<file path="config.mk">
export PLATFORM = sky130hd
export DESIGN_NAME = pwm_level_recover_flat
export DESIGN_NICKNAME = d
export VERILOG_FILES = /design/src/rtl/pwm_level_recover_if.sv /design/src/rtl/pwm_level_recover.sv /design/src/flat_wrapper.sv
export SDC_FILE = /design/constraint.sdc
export NUM_CORES = 1
export LEC_CHECK = 0
export BUFFER_PORTS_ARGS = -buffer_cell sky130_fd_sc_hd__buf_4
export CORE_MARGIN = 2
export CORE_UTILIZATION = 36
export CTS_CLUSTER_DIAMETER = 100
export DETAILED_ROUTE_END_ITERATION = 10
export SYNTH_ARGS = -nofsm -noshare
export SYNTH_HDL_FRONTEND = slang
export SYNTH_SLANG_ARGS = --single-unit
</file>
<file path="constraint.sdc">
create_clock -name clk -period 3.1 [get_ports clk]
set_clock_uncertainty 0.15 [all_clocks]
set_input_delay 0 -clock clk [delete_from_list [all_inputs] [get_ports clk]]
set_output_delay 0 -clock clk [all_outputs]
set_load 0.01 [all_outputs]
</file>
<file path="src/rtl/pwm_level_recover_if.sv">
// Bundles the measured PWM line and the recovered-level outputs of pwm_level_recover.
// The master drives the line; the slave (the recovery block) returns the level report.
interface pwm_level_recover_if #(
  parameter int unsigned LEVEL_BITS = 8
) ();
  logic                  pwm_in;
  logic [LEVEL_BITS-1:0] level;
  logic                  level_valid;
  logic                  rise;
  logic                  dark;

  modport master (
    output pwm_in,
    input  level,
    input  level_valid,
    input  rise,
    input  dark
  );

  modport slave (
    input  pwm_in,
    output level,
    output level_valid,
    output rise,
    output dark
  );
endinterface

</file>
<file path="src/rtl/pwm_level_recover.sv">
// Recovers the duty level of an asynchronous PWM line over fixed 2**LEVEL_BITS-cycle windows.
// It also flags upward level jumps (fade restarts) and sustained dark periods.
module pwm_level_recover #(
  parameter int unsigned LEVEL_BITS   = 8,
  parameter int unsigned SYNC_STAGES  = 2,
  parameter int unsigned RISE_MIN     = 16,
  parameter int unsigned DARK_WINDOWS = 4
) (
  input logic               clk,
  input logic               reset,
  pwm_level_recover_if.slave bus
);

  localparam int unsigned CntW = LEVEL_BITS + 1;
  localparam logic [LEVEL_BITS-1:0] WinLast  = '1;
  localparam logic [LEVEL_BITS-1:0] LevelMax = '1;
  localparam logic [CntW-1:0]       RiseMin  = CntW'(RISE_MIN);
  localparam logic [7:0]            DarkMax  = 8'(DARK_WINDOWS);

  logic [SYNC_STAGES-1:0] sync_q, sync_d;
  logic [LEVEL_BITS-1:0]  win_cnt_q, win_cnt_d;
  logic [CntW-1:0]        hi_cnt_q, hi_cnt_d;
  logic [LEVEL_BITS-1:0]  level_q, level_d;
  logic                   level_valid_q, level_valid_d;
  logic                   rise_q, rise_d;
  logic                   dark_q, dark_d;
  logic                   have_prev_q, have_prev_d;
  logic [LEVEL_BITS-1:0]  prev_level_q, prev_level_d;
  logic [7:0]             dark_cnt_q, dark_cnt_d;

  logic                  s;
  logic                  win_end;
  logic [CntW-1:0]       total;
  logic [LEVEL_BITS-1:0] new_level;
  logic                  rise_hit;

  assign s        = sync_q[SYNC_STAGES-1];
  assign win_end  = (win_cnt_q == WinLast);
  assign total    = hi_cnt_q + CntW'(s);
  // A window that was high on every cycle counts one past the level range.
  assign new_level = total[LEVEL_BITS] ? LevelMax : total[LEVEL_BITS-1:0];
  assign rise_hit  = have_prev_q &&
                     ({1'b0, new_level} >= ({1'b0, prev_level_q} + RiseMin));

  always_comb begin
    sync_d        = {sync_q[SYNC_STAGES-2:0], bus.pwm_in};
    win_cnt_d     = win_cnt_q + 1'b1;
    hi_cnt_d      = total;
    level_d       = level_q;
    level_valid_d = 1'b0;
    rise_d        = 1'b0;
    dark_d        = dark_q;
    have_prev_d   = have_prev_q;
    prev_level_d  = prev_level_q;
    dark_cnt_d    = dark_cnt_q;

    if (win_end) begin
      hi_cnt_d      = '0;
      level_d       = new_level;
      level_valid_d = 1'b1;
      rise_d        = rise_hit;
      have_prev_d   = 1'b1;
      prev_level_d  = new_level;
      if (new_level == '0) begin
        dark_cnt_d = (dark_cnt_q == DarkMax) ? dark_cnt_q : dark_cnt_q + 8'd1;
      end else begin
        dark_cnt_d = 8'd0;
      end
      dark_d = (dark_cnt_d == DarkMax);
    end
  end

  always_ff @(posedge clk) begin
    if (reset) begin
      sync_q        <= '0;
      win_cnt_q     <= '0;
      hi_cnt_q      <= '0;
      level_q       <= '0;
      level_valid_q <= 1'b0;
      rise_q        <= 1'b0;
      dark_q        <= 1'b0;
      have_prev_q   <= 1'b0;
      prev_level_q  <= '0;
      dark_cnt_q    <= 8'd0;
    end else begin
      sync_q        <= sync_d;
      win_cnt_q     <= win_cnt_d;
      hi_cnt_q      <= hi_cnt_d;
      level_q       <= level_d;
      level_valid_q <= level_valid_d;
      rise_q        <= rise_d;
      dark_q        <= dark_d;
      have_prev_q   <= have_prev_d;
      prev_level_q  <= prev_level_d;
      dark_cnt_q    <= dark_cnt_d;
    end
  end

  assign bus.level       = level_q;
  assign bus.level_valid = level_valid_q;
  assign bus.rise        = rise_q;
  assign bus.dark        = dark_q;

endmodule
</file>
<file path="src/flat_wrapper.sv">
// flat-port wrapper written by rule: the top's interface ports become plain ports
module pwm_level_recover_flat 
#(
  parameter int unsigned LEVEL_BITS   = 8,
  parameter int unsigned SYNC_STAGES  = 2,
  parameter int unsigned RISE_MIN     = 16,
  parameter int unsigned DARK_WINDOWS = 4
)
  (clk, reset, bus_pwm_in, bus_level, bus_level_valid, bus_rise, bus_dark);
  pwm_level_recover_if #(.LEVEL_BITS(LEVEL_BITS)) bus_i ();
  input logic clk;
  input logic reset;
  input wire logic [$bits(bus_i.pwm_in)-1:0] bus_pwm_in;
  output wire logic [$bits(bus_i.level)-1:0] bus_level;
  output wire logic [$bits(bus_i.level_valid)-1:0] bus_level_valid;
  output wire logic [$bits(bus_i.rise)-1:0] bus_rise;
  output wire logic [$bits(bus_i.dark)-1:0] bus_dark;
  assign bus_i.pwm_in = bus_pwm_in;
  assign bus_level = bus_i.level;
  assign bus_level_valid = bus_i.level_valid;
  assign bus_rise = bus_i.rise;
  assign bus_dark = bus_i.dark;
  pwm_level_recover #(.LEVEL_BITS(LEVEL_BITS), .SYNC_STAGES(SYNC_STAGES), .RISE_MIN(RISE_MIN), .DARK_WINDOWS(DARK_WINDOWS)) u_core (.clk(clk), .reset(reset), .bus(bus_i));
endmodule
</file>
==> summary.md <==
| Metric | Value |
|---|---|
| Run status | `finished, final reports clean` |
| Detail Route Antenna Nets | `0` |
| Initial drt markers | `130` |
| Antenna cell count | `0` |
| Fin. Hold Viols | `0` |
| Hold Path Class | `reg -> reg` |
| Final Worst Setup Slack | `0.287 ns` |
| Met1 Use GR | `19.9%` |
| Setup Total Neg Slack | `0 ns` |
| Via Count | `1660` |
| H-tree levels | `2` |
| Minimum clock period | `2.81 ns` |
| Clock Sinks | `39` |
| Crit-path leading delay family | `simple AND/OR/NAND/NOR gates` |
| Fraction of registers with async set/reset | `0%` |
| Vias in the first global route | `1471` |
| Pwr Density | `445 mW/mm2` |
| HPWL after DPL | `2890 um` |
| Met2 Resource Use GR | `20.3%` |
| Setup-failing EPs final | `0` |
| Crit-path max FO | `5` |
| Root buffer cell | `clkbuf_8` |
| Die height | `78.9 um` |
| #FFs+latches synth | `39` |
| CTS max path bufs | `2` |
| Num CTS Buffers | `5` |
| Max-slew violation count | `0` |
| Slowest CP cell | `or3_1` |
| Share of cells above drive strength 1 | `13.3%` |
| Critical path required time | `3.13 ns` |
| Dpl ws | `0.227 ns` |
| Leakage | `0.923 nW` |
| Total track usage | `14.0%` |
| Yosys Warn Count | `0` |
| Worst slew pin tran | `1.02 ns` |
| Vias per cell | `5.06` |
| Routed wire per std cell | `12.3 um` |
| Port bufs | `13` |
| Total congestion overflow | `0` |
| RSZ-0062 raised after global routing | `no` |
| Antenna violations before repair | `0` |
| Starting Density | `36.9%` |
| CP endpoint kind | `flop` |
| First-pass GRT wire length | `6910 um` |
| CTS tree | `built` |
| Die area | `0.00622 mm2` |
| Critical-path cell list | `ha_1 -> ha_4 -> nand4_1 -> or3_1 -> and2_1 -> nor2b_1 -> ha_1 -> nand2b_1 -> a21o_1 -> a21oi_1 -> nor2b_1 -> o2111ai_1 -> a21oi_1` |
| Slew margin rel. | `31.9%` |
| CP bufs+invs | `0` |
| Filler cells | `547` |
| Final Cycle Share | `90.7%` |
| Syn Nets | `256` |
| Mean Syn Cell Area | `8.44 um2` |
| Area Overhead vs Synth | `17.4%` |
| Post-CTS setup buffer count | `0` |
| Worst skew pair latency | `0.30 ns` |
| Main synth FF type | `dfxtp_1` |
| Row count | `27` |
| Flop2flop setup slack | `0.29 ns` |
| Reg clk slew, reported paths | `0.08 ns` |
| Residual DRC | `0` |
| Area of the mapped netlist | `0.00202 mm2` |
| Most Crowded Layer GR | `met2` |
| Met3 Use GR | `4.09%` |
| Core area | `0.00547 mm2` |
| Post-synth EDFFs | `0` |
| Max VDD drop | `0.235 mV` |
| Die Wd | `78.9 um` |
| Largest net degree at the start of global routing | `16` |
| Global placement routability congestion | `0.864` |
| I/O Pins | `14` |
| Post-synthesis sequential area ratio | `38.7%` |
| Gate Count Post-Synth | `239` |
| Crit start category | `flop` |
| Routed WL | `4020 um` |
| Critical Path AT | `2.85 ns` |
| CP peak stage delay | `0.36 ns` |
| Synth cell types | `40` |
| DRT Pass-1 Iters | `4` |
| Nets | `272` |
| Max_cap viols | `0` |
| CP Class | `reg -> reg` |
| Fmax | `0.356 GHz` |
cell usage in the layout (no fill, tap or decap), types with 4 or more instances in the layout:
| cell | netlist | final |
|---|---|---|
| dfxtp_1 | 39 | 39 |
| nor2_1 | 22 | 22 |
| nand2_1 | 22 | 22 |
| buf_4 | 1 | 17 |
| nand3_1 | 13 | 13 |
| ha_1 | 14 | 13 |
| o21ai_0 | 12 | 12 |
| inv_1 | 9 | 9 |
| and2_1 | 9 | 9 |
| xnor2_1 | 9 | 9 |
| nor2b_1 | 8 | 8 |
| nor3_1 | 7 | 7 |
| a21oi_1 | 7 | 7 |
| nand4_1 | 6 | 6 |
| a22o_1 | 5 | 5 |
| clkbuf_8 | 0 | 5 |
| or3_1 | 4 | 4 |
| xor2_1 | 4 | 4 |
| a31oi_1 | 4 | 4 |
| or2_2 | 4 | 4 |
cell usage after synthesis, types with 6 or more instances:
library cell | count | area [um2]
nand3_1 | 13 | 65.1
and2_1 | 9 | 56.3
nor2_1 | 22 | 82.6
o21ai_0 | 12 | 60.1
nor2b_1 | 8 | 50.1
nor3_1 | 7 | 35.0
inv_1 | 9 | 33.8
ha_1 | 14 | 175
a21oi_1 | 7 | 35.0
nand2_1 | 22 | 82.6
nand4_1 | 6 | 37.5
dfxtp_1 | 39 | 781
clkbuf_1 | 8 | 30.0
xnor2_1 | 9 | 78.8
sequential cells by signal, indices dropped and copies added, names as in the netlist:
register / cells
u_core.bus.dark: 1
u_core.bus.level: 8
u_core.bus.level_valid: 1
u_core.bus.rise: 1
u_core.dark_cnt_q: 8
u_core.have_prev_q: 1
u_core.hi_cnt_q: 9
u_core.sync_q: 2
u_core.win_cnt_q: 8
worst register-to-register path: stages (launching register included):
cell	delay [ns]
dfxtp_1	0.32
ha_1	0.23
ha_4	0.18
nand4_1	0.13
or3_1	0.36
and2_1	0.18
nor2b_1	0.15
ha_1	0.26
nand2b_1	0.14
a21o_1	0.17
a21oi_1	0.14
nor2b_1	0.06
o2111ai_1	0.17
a21oi_1	0.08
through the flow:
| step | std cells | hold slack, ns | power [mW] | area [um2] | util (%) |
|---|---|---|---|---|---|
| after floorplan | 239 | -0.0218 | 0.550 | 2020 | - |
| after global placement | 317 | 0.0708 | 0.559 | 2190 | 40.1 |
| after detailed placement | 317 | 0.0754 | 0.560 | 2190 | 40.1 |
| after CTS | 328 | 0.291 | 1.07 | 2360 | 43.0 |
| after global routing | 328 | 0.316 | 1.10 | 2370 | 43.3 |
| final | 328 | 0.292 | 1.05 | 2370 | 43.3 |
power breakdown:
part           total, mW  switching, mW  internal [mW]
clock network      0.504          0.182          0.322
registers          0.514        0.00642          0.507
logic             0.0373         0.0205         0.0168
total               1.05          0.209          0.846
logic make-up (layout without fill, tap and decap cells):
kind of cell	after synthesis	count (layout)	synth area share, %
AND/OR/NAND/NOR	110	110	29.1
AO/OA/AOI/OAI	43	43	13.8
flip-flops	39	39	38.7
buffers and inverters	20	37	4.03
adder cells (fa/ha/maj)	14	14	8.68
XOR/XNOR	13	13	5.65
area by class of cell:
| type | count | area (um2) | share of cell area (%) |
|---|---|---|---|
| flip-flops and latches | 39 | 781 | 33.0 |
| well taps | 72 | 90.1 | 3.80 |
| clock buffers | 6 | 72.6 | 3.06 |
| multi-input cells | 180 | 1170 | 49.6 |
| clock inverters | 2 | 60.1 | 2.54 |
| inverters | 9 | 33.8 | 1.43 |
| repair buffers | 20 | 158 | 6.66 |
timing repair:
| item | in CTS | in global routing |
|---|---|---|
| endpoints found under the setup margin | 0 | 1 |
| hold endpoints to repair | 11 | 0 |
| hold buffers | 3 | 0 |
| gates resized for setup | 0 | 2 |
per-layer routing:
layer	part of all wire [%]	vias to the layer above
met5	0	-
met4	1.2	0
met3	2.5	5
met2	42	15
met1	54	766
li1	-	874
path summary, 6_finish.rpt:
path / start / endpoint / cells after the start
worst max-delay path: u_core.hi_cnt_q[0]$_SDFF_PP0_ / u_core.bus.rise$_SDFF_PP0_ / 13
worst min-delay path: u_core.sync_q[0]$_SDFF_PP0_ / u_core.sync_q[1]$_SDFF_PP0_ / 1
worst max register to register: u_core.hi_cnt_q[0]$_SDFF_PP0_ / u_core.bus.rise$_SDFF_PP0_ / 13
worst min register to register: u_core.sync_q[0]$_SDFF_PP0_ / u_core.sync_q[1]$_SDFF_PP0_ / 1
(Power assumes the default switching activity.)
